File: src/rtl/dircc_types_pkg.sv
// Shared DiRCC packet types: address/packet layout and the beat ordering
// used by both the packet sender and the packet receiver.
package dircc_types_pkg;

  typedef struct packed {
    logic [31:0] hw_addr;
    logic [15:0] sw_addr;
    logic [6:0]  port;
    logic        flag;
  } address_t;

  typedef struct packed {
    address_t    dest;
    address_t    src;
    logic [31:0] lamport;
    logic [95:0] data;
  } packet_t;

  localparam int PACKET_BEATS = 8;

  typedef enum logic [2:0] {
    EXPECT_DEST0,
    DEST1,
    SRC0,
    SRC1,
    LAMPORT,
    DATA0,
    DATA1,
    DATA2
  } rx_state_t;

endpackage

File: src/rtl/dircc_avalon_st_packet_receiver_if.sv
// Avalon-ST beat channel (readyLatency 0) carrying DiRCC packets.
interface dircc_avalon_st_packet_receiver_if #(
  parameter int DATA_WIDTH  = 32,
  parameter int EMPTY_WIDTH = 2
);
  logic [DATA_WIDTH-1:0]  data;
  logic [EMPTY_WIDTH-1:0] empty;
  logic                   startofpacket;
  logic                   endofpacket;
  logic                   valid;
  logic                   ready;

  modport master (
    output data, empty, startofpacket, endofpacket, valid,
    input  ready
  );

  modport slave (
    input  data, empty, startofpacket, endofpacket, valid,
    output ready
  );
endinterface

File: src/rtl/dircc_avalon_st_packet_receiver.sv
// Avalon-ST sink that reassembles the fixed 8-beat DiRCC packet into one
// packet_t, holds one complete packet for the consumer and counts framing
// errors with a saturating counter.
module dircc_avalon_st_packet_receiver
  import dircc_types_pkg::*;
#(
  parameter int BITS_PER_SYMBOL  = 8,
  parameter int SYMBOLS_PER_BEAT = 4,
  parameter int ERR_COUNT_WIDTH  = 16
) (
  input  logic                       clk,
  input  logic                       reset,
  dircc_avalon_st_packet_receiver_if.slave st,
  output packet_t                    packet_data,
  output logic                       packet_valid,
  input  logic                       read_packet,
  output logic                       receiving,
  output logic                       protocol_error,
  output logic [ERR_COUNT_WIDTH-1:0] error_count
);

  localparam int DATA_WIDTH  = BITS_PER_SYMBOL * SYMBOLS_PER_BEAT;
  localparam int EMPTY_WIDTH = $clog2(SYMBOLS_PER_BEAT);

  if (DATA_WIDTH != 32) begin : g_bad_data_width
    $error("dircc_avalon_st_packet_receiver: DATA_WIDTH must be 32");
  end

  rx_state_t                  r_state;
  rx_state_t                  w_next_state;
  packet_t                    r_assembly;
  packet_t                    w_next_assembly;
  packet_t                    w_completed_packet;
  packet_t                    r_packet_data;
  logic                       r_packet_valid;
  logic                       r_protocol_error;
  logic [ERR_COUNT_WIDTH-1:0] r_error_count;
  logic                       w_ready;
  logic                       w_accept;
  logic                       w_error;
  logic                       w_complete;
  logic                       w_empty_bad;
  logic [31:0]                w_beat;

  // The last beat stalls only when the holding register is full and not being popped.
  assign w_ready     = !reset && !(r_state == DATA2 && r_packet_valid && !read_packet);
  assign w_accept    = st.valid && w_ready;
  assign w_empty_bad = (st.empty != EMPTY_WIDTH'(0));
  assign w_beat      = st.data;

  assign st.ready       = w_ready;
  assign packet_data    = r_packet_data;
  assign packet_valid   = r_packet_valid;
  assign receiving      = (r_state != EXPECT_DEST0);
  assign protocol_error = r_protocol_error;
  assign error_count    = r_error_count;

  // Next-state and assembly decode; one framing error at most per beat, restart wins.
  always_comb begin
    w_next_state       = r_state;
    w_next_assembly    = r_assembly;
    w_completed_packet = r_assembly;
    w_error            = 1'b0;
    w_complete         = 1'b0;
    if (w_accept) begin
      if (r_state == EXPECT_DEST0) begin
        if (!st.startofpacket || w_empty_bad || st.endofpacket) begin
          w_error = 1'b1;
        end else begin
          w_next_assembly.dest.hw_addr = w_beat;
          w_next_state                 = DEST1;
        end
      end else if (st.startofpacket) begin
        w_error                      = 1'b1;
        w_next_assembly              = '0;
        w_next_assembly.dest.hw_addr = w_beat;
        w_next_state                 = DEST1;
      end else if (w_empty_bad) begin
        w_error      = 1'b1;
        w_next_state = EXPECT_DEST0;
      end else if (st.endofpacket != (r_state == DATA2)) begin
        w_error      = 1'b1;
        w_next_state = EXPECT_DEST0;
      end else begin
        case (r_state)
          DEST1: begin
            {w_next_assembly.dest.sw_addr, w_next_assembly.dest.port,
             w_next_assembly.dest.flag} = w_beat[31:8];
            w_next_state = SRC0;
          end
          SRC0: begin
            w_next_assembly.src.hw_addr = w_beat;
            w_next_state                = SRC1;
          end
          SRC1: begin
            {w_next_assembly.src.sw_addr, w_next_assembly.src.port,
             w_next_assembly.src.flag} = w_beat[31:8];
            w_next_state = LAMPORT;
          end
          LAMPORT: begin
            w_next_assembly.lamport = w_beat;
            w_next_state            = DATA0;
          end
          DATA0: begin
            w_next_assembly.data[31:0] = w_beat;
            w_next_state               = DATA1;
          end
          DATA1: begin
            w_next_assembly.data[63:32] = w_beat;
            w_next_state                = DATA2;
          end
          DATA2: begin
            w_completed_packet.data[95:64] = w_beat;
            w_complete                     = 1'b1;
            w_next_state                   = EXPECT_DEST0;
          end
          default: begin
            w_next_state = EXPECT_DEST0;
          end
        endcase
      end
    end
  end

  // Beat-position state and the partially assembled packet.
  always_ff @(posedge clk) begin
    if (reset) begin
      r_state    <= EXPECT_DEST0;
      r_assembly <= '0;
    end else begin
      r_state    <= w_next_state;
      r_assembly <= w_next_assembly;
    end
  end

  // One-entry holding register; a completion in the same cycle as a pop reloads it.
  always_ff @(posedge clk) begin
    if (reset) begin
      r_packet_data  <= '0;
      r_packet_valid <= 1'b0;
    end else if (w_complete) begin
      r_packet_data  <= w_completed_packet;
      r_packet_valid <= 1'b1;
    end else if (read_packet && r_packet_valid) begin
      r_packet_valid <= 1'b0;
    end
  end

  // Error pulse and saturating error counter.
  always_ff @(posedge clk) begin
    if (reset) begin
      r_protocol_error <= 1'b0;
      r_error_count    <= '0;
    end else begin
      r_protocol_error <= w_error;
      if (w_error && (r_error_count != '1)) begin
        r_error_count <= r_error_count + ERR_COUNT_WIDTH'(1);
      end
    end
  end

endmodule
File: src/flat_wrapper.sv
// flat-port wrapper written by rule: the top's interface ports become plain ports
module dircc_avalon_st_packet_receiver_flat import dircc_types_pkg::*;
#(
  parameter int BITS_PER_SYMBOL  = 8,
  parameter int SYMBOLS_PER_BEAT = 4,
  parameter int ERR_COUNT_WIDTH  = 16
)
  (clk, reset, packet_data, packet_valid, read_packet, receiving, protocol_error, error_count, st_data, st_empty, st_startofpacket, st_endofpacket, st_valid, st_ready);
  dircc_avalon_st_packet_receiver_if st_i ();
  input  logic clk;
  input  logic reset;
  output packet_t packet_data;
  output logic packet_valid;
  input  logic read_packet;
  output logic receiving;
  output logic protocol_error;
  output logic [ERR_COUNT_WIDTH-1:0] error_count;
  input wire logic [$bits(st_i.data)-1:0] st_data;
  input wire logic [$bits(st_i.empty)-1:0] st_empty;
  input wire logic [$bits(st_i.startofpacket)-1:0] st_startofpacket;
  input wire logic [$bits(st_i.endofpacket)-1:0] st_endofpacket;
  input wire logic [$bits(st_i.valid)-1:0] st_valid;
  output wire logic [$bits(st_i.ready)-1:0] st_ready;
  assign st_i.data = st_data;
  assign st_i.empty = st_empty;
  assign st_i.startofpacket = st_startofpacket;
  assign st_i.endofpacket = st_endofpacket;
  assign st_i.valid = st_valid;
  assign st_ready = st_i.ready;
  dircc_avalon_st_packet_receiver #(.BITS_PER_SYMBOL(BITS_PER_SYMBOL), .SYMBOLS_PER_BEAT(SYMBOLS_PER_BEAT), .ERR_COUNT_WIDTH(ERR_COUNT_WIDTH)) u_core (.clk(clk), .reset(reset), .st(st_i), .packet_data(packet_data), .packet_valid(packet_valid), .read_packet(read_packet), .receiving(receiving), .protocol_error(protocol_error), .error_count(error_count));
endmodule
File: config.mk
export PLATFORM = sky130hd
export DESIGN_NAME = dircc_avalon_st_packet_receiver_flat
export DESIGN_NICKNAME = d
export VERILOG_FILES = /design/src/rtl/dircc_types_pkg.sv /design/src/rtl/dircc_avalon_st_packet_receiver_if.sv /design/src/rtl/dircc_avalon_st_packet_receiver.sv /design/src/flat_wrapper.sv
export SDC_FILE = /design/constraint.sdc
export NUM_CORES = 1
export LEC_CHECK = 0
export CAP_MARGIN = 20
export CORE_UTILIZATION = 52
export CTS_BUF_LIST = sky130_fd_sc_hd__clkbuf_16
export CTS_CLUSTER_SIZE = 16
export DETAILED_ROUTE_END_ITERATION = 16
export GPL_ROUTABILITY_DRIVEN = 0
export PLACE_DENSITY = 0.79
export SKIP_LAST_GASP = 1
export SLEW_MARGIN = 20
export SYNTH_ARGS = -nofsm -noshare
export SYNTH_HDL_FRONTEND = slang
export SYNTH_SLANG_ARGS = --single-unit
File: constraint.sdc
create_clock -name clk -period 3 [get_ports clk]
set_clock_uncertainty 0.1 [all_clocks]
set_input_delay 0.6 -clock clk [delete_from_list [all_inputs] [get_ports clk]]
set_output_delay 0.6 -clock clk [all_outputs]
set_load 0.005 [all_outputs]
Word level (Yosys, flattened, before mapping) --
Cells that the tools add are included.
Storage, ports and cells: register bits 469, input bits 40, output and inout port bits 260, word-level logic and storage cells 111
Operators by class: $add $sub $neg 1, equality and inequality tests 12, multiplexer cells 41, bitwise logic cells 1, reduce and logical (&&, ||, !) cells 31
Operator list (number):
- two-way mux 32 bit | 13
- two-way mux 112 bit | 3
- two-way mux 64 bit | 3
- two-way mux 24 bit | 2
- AND reduction 5 bit | 6
- one-hot mux 3 bit (6 select lines) | 1
- nonzero test 2 bit | 9
- adder 16 x 1 -> 16 bit (second input constant) | 1
- != test 16 bit (second input constant) | 1
- two-way mux 3 bit | 5
- two-way mux 1 bit | 14
- equality test 3 bit (second input constant) | 4
- equality test 3 x 2 -> 1 bit (second input constant) | 2
- logical AND 1 bit | 6
- != test 2 bit (second input constant) | 3
- logical NOT 1 bit | 4
- equality test 3 x 1 -> 1 bit (second input constant) | 1
- logical NOT 3 bit | 1
- AND reduction 3 bit | 1
- nonzero test 3 bit | 1
- logical OR 1 bit | 2
- AND reduction 2 bit | 1
- != test 1 bit | 1
- NOT 1 bit | 1

Longest topological paths before layout --
depth in word-level cells 8, mapped depth 12, depth with buffers taken out 9

Worst setup path after synthesis --
Ideal clock, no wire load.
kind in2reg, start point input st_endofpacket, end point register u_core.r_error_count[15] (netlist: u_core.error_count[15]), setup time 0.121 ns, arrival time 2.176 ns, data required time 2.779 ns, path slack 0.604 ns, stages 7, path buffers 1, cells stage by stage ha_1 or4_4 nand2_1 a21o_1 buf_4 nor3_1 mux2_2
Between the ends: longest elaborated chain between the ends 7, elaborated cells on any way between the ends 9, those cells by class 1 x eq/ne; 6 x mux; 2 x reduce/logical
RTL lines:
- start, declared | RTL line flat_wrapper.sv:21 | input wire logic [$bits(st_i.endofpacket)-1:0] st_endofpacket;
- != test 1 bit | RTL line dircc_avalon_st_packet_receiver.sv:81 | end else if (st.endofpacket != (r_state == DATA2)) begin
- two-way mux 1 bit | RTL line dircc_avalon_st_packet_receiver.sv:81
- two-way mux 1 bit | RTL line dircc_avalon_st_packet_receiver.sv:78 | end else if (w_empty_bad) begin
- two-way mux 1 bit | RTL line dircc_avalon_st_packet_receiver.sv:73 | end else if (st.startofpacket) begin
- two-way mux 1 bit (*) | RTL line dircc_avalon_st_packet_receiver.sv:66 | if (r_state == EXPECT_DEST0) begin
- two-way mux 1 bit (*) | RTL line dircc_avalon_st_packet_receiver.sv:65 | if (w_accept) begin
- logical AND 1 bit (*) | RTL line dircc_avalon_st_packet_receiver.sv:156 | if (w_error && (r_error_count != '1)) begin
- end signal, assigned | RTL line dircc_avalon_st_packet_receiver.sv:157 | r_error_count <= r_error_count + ERR_COUNT_WIDTH'(1);
- end, declared | RTL line dircc_avalon_st_packet_receiver.sv:37 | logic [ERR_COUNT_WIDTH-1:0] r_error_count;
Every way passes the cells marked *; elsewhere a longest branch is shown, timed or not. A chain may end at the register's enable or synchronous reset.

Final worst setup path --
start point register u_core.r_state[1], end point register u_core.r_error_count[2] (netlist: u_core.error_count[2])
Between the ends: longest elaborated chain between the ends 8, elaborated cells on any way between the ends 14, those cells by class 2 x eq/ne; 5 x mux; 7 x reduce/logical
RTL lines:
- start, declared | RTL line dircc_avalon_st_packet_receiver.sv:29 | rx_state_t r_state;
- start signal, assigned | RTL line dircc_avalon_st_packet_receiver.sv:131 | r_state <= w_next_state;
- equality test 3 bit | RTL line dircc_avalon_st_packet_receiver.sv:46, dircc_avalon_st_packet_receiver.sv:81
- != test 1 bit / logical AND 1 bit (equally long branches) | RTL line dircc_avalon_st_packet_receiver.sv:81, dircc_avalon_st_packet_receiver.sv:46
- two-way mux 1 bit / logical AND 1 bit (equally long branches) | RTL line dircc_avalon_st_packet_receiver.sv:81, dircc_avalon_st_packet_receiver.sv:46
- two-way mux 1 bit / logical NOT 1 bit (equally long branches) | RTL line dircc_avalon_st_packet_receiver.sv:78, dircc_avalon_st_packet_receiver.sv:46
- two-way mux 1 bit / logical AND 1 bit (equally long branches) | RTL line dircc_avalon_st_packet_receiver.sv:73, dircc_avalon_st_packet_receiver.sv:46
- two-way mux 1 bit / logical AND 1 bit (equally long branches) | RTL line dircc_avalon_st_packet_receiver.sv:66, dircc_avalon_st_packet_receiver.sv:47
- two-way mux 1 bit (*) | RTL line dircc_avalon_st_packet_receiver.sv:65
- logical AND 1 bit (*) | RTL line dircc_avalon_st_packet_receiver.sv:156
Marks and branches as above.

==> impl_results.md <==
* TritonCTS clock tree: built
* First-pass GRT wire length at 72000 um
* PD cells at ~560 nW/um2
* Dpl cells at between 2000 and 3000
* Net Count, Synth at about 2000
* Site row count at 65
* Vias after detailed routing at 14600
* Synth top cells by count: nand2_1 (615), dfxtp_1 (469), a21oi_1 (319)
* Core area at between 30000 and 40000 um2
* CP max FO at 21
* CP arrival at about 3200 ps
* CTS clk-pin slew, worst paths at about 60 ps
* Hold Crit Start: u_core.r_assembly[156]$_SDFFE_PP0P_
* EDFF count, synth at 0
* Period utilisation layout at 0.948
* Post-Place Setup Slack at -31.7 ps
* Gr usage total at 0.269
* Worst VDD drop at 0.513 mV
* Starting Density at 0.533
* Worst min-delay path category: reg2reg
* Critical path startpoint: u_core.r_state[1]$_SDFFE_PP0P_
* Setup TNS at 0 ps
* Total Power at around 12000 uW
* Final cell count without fillers at approximately 2700
* CTS Hold Buffers Added at 0
* Status: completed
* Setup bufs post-CTS at 0
* Setup ws final at 157 ps
* Utilization after layout at 0.686
* Area leader, netlist: dfxtp_1
* Final Hold Vio Count at 0
* Pleak at 0.00816 uW
* Critical Path End Type: register
* Synth area leaders: dfxtp_1 (55%), nand2_1 (14%), a21oi_1 (9.4%), mux2i_1 (6.6%), nor2_1 (3.4%)
* Post-Synthesis Mean Instance Area at 8.58 um2
* Final min period at between 2000 and 3000 ps
* Remaining antenna violation count after routing at 0
* Initial antenna violation count at 0
* Unique cell type count in the Yosys netlist at 52
* Flip-flop and latch count after synthesis at 469
* Drt total wl at about 46000 um
* Cells after Synth at 1976
* Share of the synthesized area in the top cell type at 0.554
* H-tree depth at 2
* Die H at 183 um
* RSZ-0062 raised after global routing: false
* CTS-repair resized insts at 0
* Ys async rst share at 0
* Crit Path Class: reg2reg
* DRC violations left at 0
* CTS Buffer Depth at 3
* Grt total ovfl at 0
* Number of global-route vias before repair at 13600
* Share of layout cells above drive strength 1 at 0.0576
* Synth warnings at 0
* Antenna Cells at 0
* Clock Latency Late Sink at 540 ps
* Cts bufs inserted at 46
* P&R area growth vs syn at 28.6%
* Port Buf Inserts at 299
* DP Wirelength at 30000 um
* Root Buffer: clkbuf_16
* Max Slew Vio Count at 0
* Cell area after synthesis at about 17000 um2
* Nets@finish at approximately 2300
* Main synth FF type: dfxtp_1
* Endpoints failing setup at 0
* # fillers at about 2500
* Vias per cell at around 5.4
* Largest net degree at the start of global routing at slightly below 200
* Worst EP required at between 3000 and 4000 ps
* Max Cap Viol at 0
* Detailed Routing Iterations Pass 1 at 5
* Die X at roughly 180 um
* DR WL/cell at between 15 and 20 um
* Slew Limit Headroom at 0.211
* Post-synthesis sequential area ratio at 0.554
* Startpoint Class: register
* First DRT Iteration DRCs at about 1100
* R2R Path Start: u_core.r_state[1]$_SDFFE_PP0P_
* Most common cell in the netlist: nand2_1
* Clock tree sinks at roughly 470
* I/O pins at 300
* Worst Tran Pin Value at approximately 1200 ps
* DIE AREA at roughly 33000 um2
* FMAX at between 300 and 400 MHz
[per-stage QoR]
stage	instance area [um2]	hold slack [ps]
floorplan	16900	332
CTS	21800	347
finish	21800	347
global route	21800	365
global placement	20300	335
detailed placement	20300	342
[registers in the layout, indices dropped and copies added (netlist names)]
register	count
u_core.packet_data	240
u_core.r_assembly	208
u_core.error_count	16
u_core.r_state	3
u_core.packet_valid	1
u_core.protocol_error	1
[routing by layer]
layer,track usage,share of wire
met3,0.0720,0.086
met4,0.0743,0.022
met2,0.428,0.46
met5,0,0
met1,0.360,0.43
[critical path, stage by stage, from the launching register on]
cell	delay [ps]
dfxtp_1	560
nand3_2	240
inv_1	110
ha_1	250
or4_4	550
nand2_1	120
a21o_1	200
buf_4	250
o311ai_0	200
o41ai_1	130
[layout make-up]
| cell class | count | area, um2 | area share |
|---|---|---|---|
| clock buffers | 47 | 1180 | 0.0540 |
| clock inverters | 33 | 294 | 0.0135 |
| inverters | 5 | 18.8 | 0.000861 |
| multi-input cells | 1358 | 6820 | 0.313 |
| flip-flops and latches | 469 | 9390 | 0.431 |
| well taps | 435 | 544 | 0.0250 |
| repair buffers | 344 | 3560 | 0.163 |
[cell families (layout without fill, tap and decap cells)]
family	count (synthesis)	after routing	share of synthesized area
multiplexers	115	115	0.0681
buffers and inverters	149	429	0.0451
flip-flops	469	469	0.554
AO/OA/AOI/OAI	381	381	0.124
AND/OR/NAND/NOR	860	860	0.207
adder cells (fa/ha/maj)	2	2	0.00148
[report_power, final]
part	switching [uW]	total [uW]	internal, uW
Combinational	247	352	104
Sequential	7.04	6240	6240
Clock	2330	5660	3330
Total	2580	12300	9680
[worst paths after layout]
check | slack, ps | depth (start not counted) | end
hold / removal | 350 | 2 | u_core.packet_data[156]$_SDFFE_PP0P_
setup reg to reg | 160 | 9 | u_core.error_count[2]$_SDFFE_PP0P_
hold reg to reg | 350 | 2 | u_core.packet_data[156]$_SDFFE_PP0P_
setup / recovery | 160 | 9 | u_core.error_count[2]$_SDFFE_PP0P_
[cells in the final DEF (no fill, tap or decap), types with 4 or more instances in the layout]
cell / n
clkinv_2: 6
a21oi_1: 319
nand3_1: 8
inv_1: 11
a22oi_1: 32
bufinv_16: 6
or4_1: 8
dfxtp_1: 469
nor3_1: 6
clkbuf_16: 47
clkinv_1: 13
nor2_1: 155
nor2b_1: 36
o31ai_1: 5
nand2_1: 615
and3_1: 4
o21ai_0: 5
clkdlybuf4s50_1: 297
buf_4: 26
mux2i_1: 112
buf_12: 18
Note: power is estimated with default switching activity, not from simulation.
